--- src/rtl/rf_write_arbiter.sv ---
// Two-source writeback arbiter for the register file's single write port.
// Each source queues (addr, data) in a small FIFO; a round-robin picker drains one entry per cycle.

module rf_wb_fifo #(
  parameter int DATA_W    = 32,
  parameter int ADDR_W    = 5,
  parameter int DEPTH     = 2,
  parameter int DROP_ZERO = 1
) (
  input  logic                     clk,
  input  logic                     rst_n,
  input  logic                     in_valid,
  output logic                     in_ready,
  input  logic [ADDR_W-1:0]        in_addr,
  input  logic [DATA_W-1:0]        in_data,
  input  logic                     pop,
  output logic                     empty,
  output logic [ADDR_W-1:0]        head_addr,
  output logic [DATA_W-1:0]        head_data,
  output logic [(1<<ADDR_W)-1:0]   pend_mask
);
  localparam int PW = $clog2(DEPTH);

  logic [PW-1:0]     wr_ptr_q, wr_ptr_d, rd_ptr_q, rd_ptr_d;
  logic [PW:0]       count_q, count_d;
  logic [ADDR_W-1:0] addr_q [DEPTH];
  logic [ADDR_W-1:0] addr_d [DEPTH];
  logic [DATA_W-1:0] data_q [DEPTH];
  logic [DATA_W-1:0] data_d [DEPTH];
  logic              push;

  // Ready looks only at occupancy, so a full FIFO stays closed even on a pop cycle.
  assign in_ready  = count_q < (PW+1)'(DEPTH);
  assign empty     = (count_q == '0);
  assign push      = in_valid && in_ready && !((DROP_ZERO != 0) && (in_addr == '0));
  assign head_addr = addr_q[rd_ptr_q];
  assign head_data = data_q[rd_ptr_q];

  always_comb begin
    addr_d   = addr_q;
    data_d   = data_q;
    wr_ptr_d = wr_ptr_q;
    rd_ptr_d = rd_ptr_q;
    count_d  = count_q;
    if (push) begin
      addr_d[wr_ptr_q] = in_addr;
      data_d[wr_ptr_q] = in_data;
      wr_ptr_d         = wr_ptr_q + PW'(1);
    end
    if (pop) rd_ptr_d = rd_ptr_q + PW'(1);
    if (push && !pop)      count_d = count_q + (PW+1)'(1);
    else if (!push && pop) count_d = count_q - (PW+1)'(1);
  end

  // Slot i is live when its distance from the read pointer is below the count.
  always_comb begin
    pend_mask = '0;
    for (int i = 0; i < DEPTH; i++) begin
      if ({1'b0, PW'(PW'(i) - rd_ptr_q)} < count_q) pend_mask[addr_q[i]] = 1'b1;
    end
  end

  always_ff @(posedge clk or negedge rst_n) begin
    if (!rst_n) begin
      wr_ptr_q <= '0;
      rd_ptr_q <= '0;
      count_q  <= '0;
      addr_q   <= '{default: '0};
      data_q   <= '{default: '0};
    end else begin
      wr_ptr_q <= wr_ptr_d;
      rd_ptr_q <= rd_ptr_d;
      count_q  <= count_d;
      addr_q   <= addr_d;
      data_q   <= data_d;
    end
  end
endmodule

module rf_write_arbiter #(
  parameter int DATA_W    = 32,
  parameter int ADDR_W    = 5,
  parameter int DEPTH     = 2,
  parameter int DROP_ZERO = 1
) (
  input  logic                   clk,
  input  logic                   rst_n,
  input  logic                   a_valid,
  output logic                   a_ready,
  input  logic [ADDR_W-1:0]      a_addr,
  input  logic [DATA_W-1:0]      a_data,
  input  logic                   b_valid,
  output logic                   b_ready,
  input  logic [ADDR_W-1:0]      b_addr,
  input  logic [DATA_W-1:0]      b_data,
  output logic                   reg_write,
  output logic [ADDR_W-1:0]      write_address,
  output logic [DATA_W-1:0]      write,
  output logic [(1<<ADDR_W)-1:0] pending,
  output logic                   idle
);
  localparam int NSRC = 2;
  localparam int NREG = 1 << ADDR_W;

  typedef enum logic {ST_IDLE, ST_ISSUE} state_e;

  logic [NSRC-1:0]             src_valid, src_ready, src_empty, pop;
  logic [NSRC-1:0][ADDR_W-1:0] src_addr, head_addr;
  logic [NSRC-1:0][DATA_W-1:0] src_data, head_data;
  logic [NSRC-1:0][NREG-1:0]   src_pend;

  state_e            state_q, state_d;
  logic              prio_b_q, prio_b_d;
  logic [ADDR_W-1:0] write_address_q, write_address_d;
  logic [DATA_W-1:0] write_q, write_d;
  logic              any_req, grant_b;

  assign src_valid = {b_valid, a_valid};
  assign src_addr  = {b_addr, a_addr};
  assign src_data  = {b_data, a_data};
  assign a_ready   = src_ready[0];
  assign b_ready   = src_ready[1];

  genvar g;
  generate
    for (g = 0; g < NSRC; g++) begin : g_src
      rf_wb_fifo #(
        .DATA_W(DATA_W), .ADDR_W(ADDR_W), .DEPTH(DEPTH), .DROP_ZERO(DROP_ZERO)
      ) u_fifo (
        .clk       (clk),
        .rst_n     (rst_n),
        .in_valid  (src_valid[g]),
        .in_ready  (src_ready[g]),
        .in_addr   (src_addr[g]),
        .in_data   (src_data[g]),
        .pop       (pop[g]),
        .empty     (src_empty[g]),
        .head_addr (head_addr[g]),
        .head_data (head_data[g]),
        .pend_mask (src_pend[g])
      );
    end
  endgenerate

  // prio_b_q set means A was granted last, so B wins the next contended cycle.
  always_comb begin
    any_req         = ~&src_empty;
    grant_b         = !src_empty[1] && (src_empty[0] || prio_b_q);
    pop             = '0;
    state_d         = ST_IDLE;
    prio_b_d        = prio_b_q;
    write_address_d = write_address_q;
    write_d         = write_q;
    if (any_req) begin
      pop             = grant_b ? 2'b10 : 2'b01;
      state_d         = ST_ISSUE;
      prio_b_d        = !grant_b;
      write_address_d = head_addr[grant_b];
      write_d         = head_data[grant_b];
    end
  end

  always_ff @(posedge clk or negedge rst_n) begin
    if (!rst_n) begin
      state_q         <= ST_IDLE;
      prio_b_q        <= 1'b0;
      write_address_q <= '0;
      write_q         <= '0;
    end else begin
      state_q         <= state_d;
      prio_b_q        <= prio_b_d;
      write_address_q <= write_address_d;
      write_q         <= write_d;
    end
  end

  assign reg_write     = (state_q == ST_ISSUE);
  assign write_address = write_address_q;
  assign write         = write_q;
  assign idle          = (&src_empty) && !reg_write;

  always_comb begin
    pending = '0;
    for (int s = 0; s < NSRC; s++) pending = pending | src_pend[s];
    if (reg_write) pending[write_address_q] = 1'b1;
  end
endmodule

--- config.mk ---
export PLATFORM = sky130hd
export DESIGN_NAME = rf_write_arbiter
export DESIGN_NICKNAME = d
export VERILOG_FILES = /design/src/rtl/rf_write_arbiter.sv
export SDC_FILE = /design/constraint.sdc
export NUM_CORES = 1
export LEC_CHECK = 0
export BUFFER_PORTS_ARGS = -buffer_cell sky130_fd_sc_hd__buf_2
export CAP_MARGIN = 25
export CORE_UTILIZATION = 35
export CTS_CLUSTER_DIAMETER = 120
export DETAILED_ROUTE_END_ITERATION = 8
export MAX_ROUTING_LAYER = met4
export PLACE_DENSITY = 0.57
export SLEW_MARGIN = 15
export SYNTH_ARGS = -nofsm -noshare
export SYNTH_HDL_FRONTEND = slang
export SYNTH_SLANG_ARGS = --single-unit
--- constraint.sdc ---
create_clock -name clk -period 2.1 [get_ports clk]
set_clock_uncertainty 0.15 [all_clocks]
set_input_delay 0.21 -clock clk [delete_from_list [all_inputs] [get_ports clk]]
set_output_delay 0.21 -clock clk [all_outputs]
set_load 0.03 [all_outputs]
==> results.yml <==
outcome:
  status: "finished, violations left"
  failed_checks: "setup timing"
synthesis:
  synthFlopType: "dfrtp_1"
  postSynthCellCount: 842
  syn-num-nets: 922
  netlist_area_um2: 10300
  yosys.area.top_type: "dfrtp_1"
  synth_top_area_share_pct: 47.6
  ys_types: 57
  synth_seq_cells: 195
  synth_area_leaders: "dfrtp_1 48%, mux2_1 12%, mux2_4 8.8%, mux2i_1 7.2%, o21ai_1 2.0%"
  synth_edf_count: 0
  yosys_warnings: 0
  postSynthAreaPerCell_um2: 12.2
  seq_area_frac_synth_pct: 47.6
  synthArstFlopShare_pct: 100
worst_setup_path:
  crit_buf_inv: 2
  r2r_start: "g_src[1].u_fifo.count_q[1]"
  worstSetupStartpoint: "g_src[1].u_fifo.count_q[0]"
  cp-end-kind: "output port"
  regToRegSetupSlack_ns: 0.03
  critPathKind: "flop to output port"
  cp.arrival_ns: 2.19
  crit_family: "simple AND/OR/NAND/NOR gates"
  startpoint_type: "flop"
  cp_max_fo: 5
  crit_path_cell_trace: "buf_6, nor2b_4, o211a_4, nor2b_4, or4_4, buf_6"
  worstPathRequired_ns: 1.74
  cpPeakStageDelay_ns: 0.54
  worst_path_max_delay_cell: "or4_4"
timing:
  finalSetupTns_ns: -11.52
  fin_ws_ns: -0.450
  rsz0062_at_grt: "yes"
  finalHoldViolCount: 0
  fin_crit_sh_pct: 121
  fmax_mhz: 392
  worst_pin_slew_ns: 0.660
  fin_crit_ns: 2.55
  relSlewSlack_pct: 56.0
  setup_viol: 33
  slew_viol_final: 0
detailed_routing:
  ant_nets: 0
  drtPass1Iterations: 5
  vias_per_cell: 5.14
  drc: 0
  routed_wl_um: 29700
  via_count: 7937
  wl_per_cell_um: 19.2
  drtIter0Drc: 453
clock_network:
  root_buffer: "clkbuf_16"
  clk_pin_slew_ns: 0.07
  cts.path.max_buffers: 2
  clk_latency_ns: 0.43
  clock-sinks: 195
  cts_tree: "done"
  cts_made_buffers: 17
  htree_levels: 4
final_layout:
  layout-drive-gt1-share_pct: 38.7
  area.growth.synth_to_final_pct: 38.8
  layout.nets: 1228
  final_common_cell: "dfrtp_1"
  final_cell_mix: "191 x dfrtp_1, 122 x buf_2, 103 x mux2_1, 87 x buf_4, 75 x dlygate4sd3_1"
  diodes: 0
  instances_no_fill: 1545
job:
  cap_viol_max_count: 0
die:
  die_w_um: 173
  start_util_pct: 35.6
  fp.coreArea_um2: 28800
  ios: 151
  die_h_um: 173
  fp.dieArea_um2: 30000
  rows: 62
global_route:
  grt_start_max_net_pins: 75
  grt.overflow.total: 0
  grt_pass1_wl_um: 46800
  gr-usage-all-layers_pct: 20.6
  antenna_found_initial: 0
  first_global_vias: 8257
power:
  vdd_drop_max_uv: 917
  p_per_area_nw_per_um2: 1730
  power.leakage_nw: 6.40
placed_design:
  hpwl_um: 20600
  port_buffers: 150
  gp_congestion: 0.926
  dp.cells: 1419
worst_hold_path:
  hold_class: "primary input to async pin"
==> cells in the mapped netlist (all sizes together) (10+ instances only) <==
cell,number
mux2i,74
buf,32
o22ai,12
nand3b,16
nand2,56
o21ai,47
clkbuf,23
nor2b,12
nor2,26
inv,21
o221ai,10
dfrtp,195
mux2,185
nand3,15
==> cells by family after synthesis <==
group,share of synthesized area (%)
adder cells (fa/ha/maj),0.244
AO/OA/AOI/OAI,8.04
buffers and inverters,3.84
XOR/XNOR,0.854
AND/OR/NAND/NOR,9.72
multiplexers,29.7
flip-flops,47.6
==> path summary, 6_finish.rpt <==
path | to | cells after the start
setup / recovery | pending[31] | 6
hold / removal | g_src[0].u_fifo.data_q[19] | 2
setup reg to reg | g_src[1].u_fifo.data_q[52] | 9
hold reg to reg | write[3] | 2
max in group asynchronous | g_src[0].u_fifo.addr_q[4] | 3
min in group clk | g_src[1].u_fifo.wr_ptr_q | 5
==> metal layers <==
| layer | GRT usage [%] | wire, um | part of all wire, % |
|---|---|---|---|
| met1 | 26.5 | 13400 | 45 |
| met2 | 32.9 | 14300 | 48 |
| met3 | 3.91 | 1380 | 4.6 |
| met4 | 5.97 | 605 | 2.0 |
| met5 | - | 0 | 0 |
==> per-stage QoR <==
| stage | setup slack [ns] | cell area [um2] | utilization [%] | total power (W) | hold slack, ns |
|---|---|---|---|---|---|
| after CTS | -0.424 | 14000 | 48.7 | 0.0243 | 0.117 |
| after global placement | -0.231 | 12200 | 42.2 | 0.0197 | 0.0268 |
| after global routing | -0.493 | 14200 | 49.5 | 0.0261 | 0.121 |
| after floorplan | 0.0335 | 10300 | - | 0.0154 | -0.236 |
| final | -0.450 | 14200 | 49.5 | 0.0246 | 0.114 |
| after detailed placement | -0.107 | 12200 | 42.2 | 0.0198 | 0.0224 |
==> power by group <==
group / internal, W / switching (W) / total (W)
combinational: 0.00692 / 0.00719 / 0.0141
sequential: 0.00576 / 0.00143 / 0.00720
clock: 0.00179 / 0.00154 / 0.00333
total: 0.0145 / 0.0102 / 0.0246
==> worst register-to-register path, delay by kind of cell (launching register included) <==
| family | cells | cell delay [ns] |
|---|---|---|
| buffers and inverters | 5 | 0.72 |
| flip-flops | 1 | 0.40 |
| multiplexers | 1 | 0.32 |
| AO/OA/AOI/OAI | 1 | 0.09 |
| AND/OR/NAND/NOR | 2 | 0.27 |
==> timing repair <==
action / CTS / global route
setup buffers: 18 / 2
pin swaps: 21 / 17
cloned: 0 / 1
hold buffers: 75 / 0
gates resized for setup: 92 / 42
endpoints found under the hold margin: 343 / 0
setup endpoints to repair: 55 / 74
==> area by class of cell <==
cell class              count  area [um2]
flip-flops and latches    195        4880
multi-input cells         571        5340
fillers                  2565       14500
inverters                  21        78.8
repair buffers            342        2850
clock inverters            15         175
clock buffers              17         425
well taps                 384         480
==> state kept, by name, indices dropped and copies added (netlist names) <==
name                   count
g_src.u_fifo.data_q      128
write_address              5
g_src.u_fifo.wr_ptr_q      2
write                     32
g_src.u_fifo.count_q       4
g_src.u_fifo.addr_q       20
reg_write                  1
g_src.u_fifo.rd_ptr_q      2
prio_b_q                   1
Power figures use the tool's default switching activity.
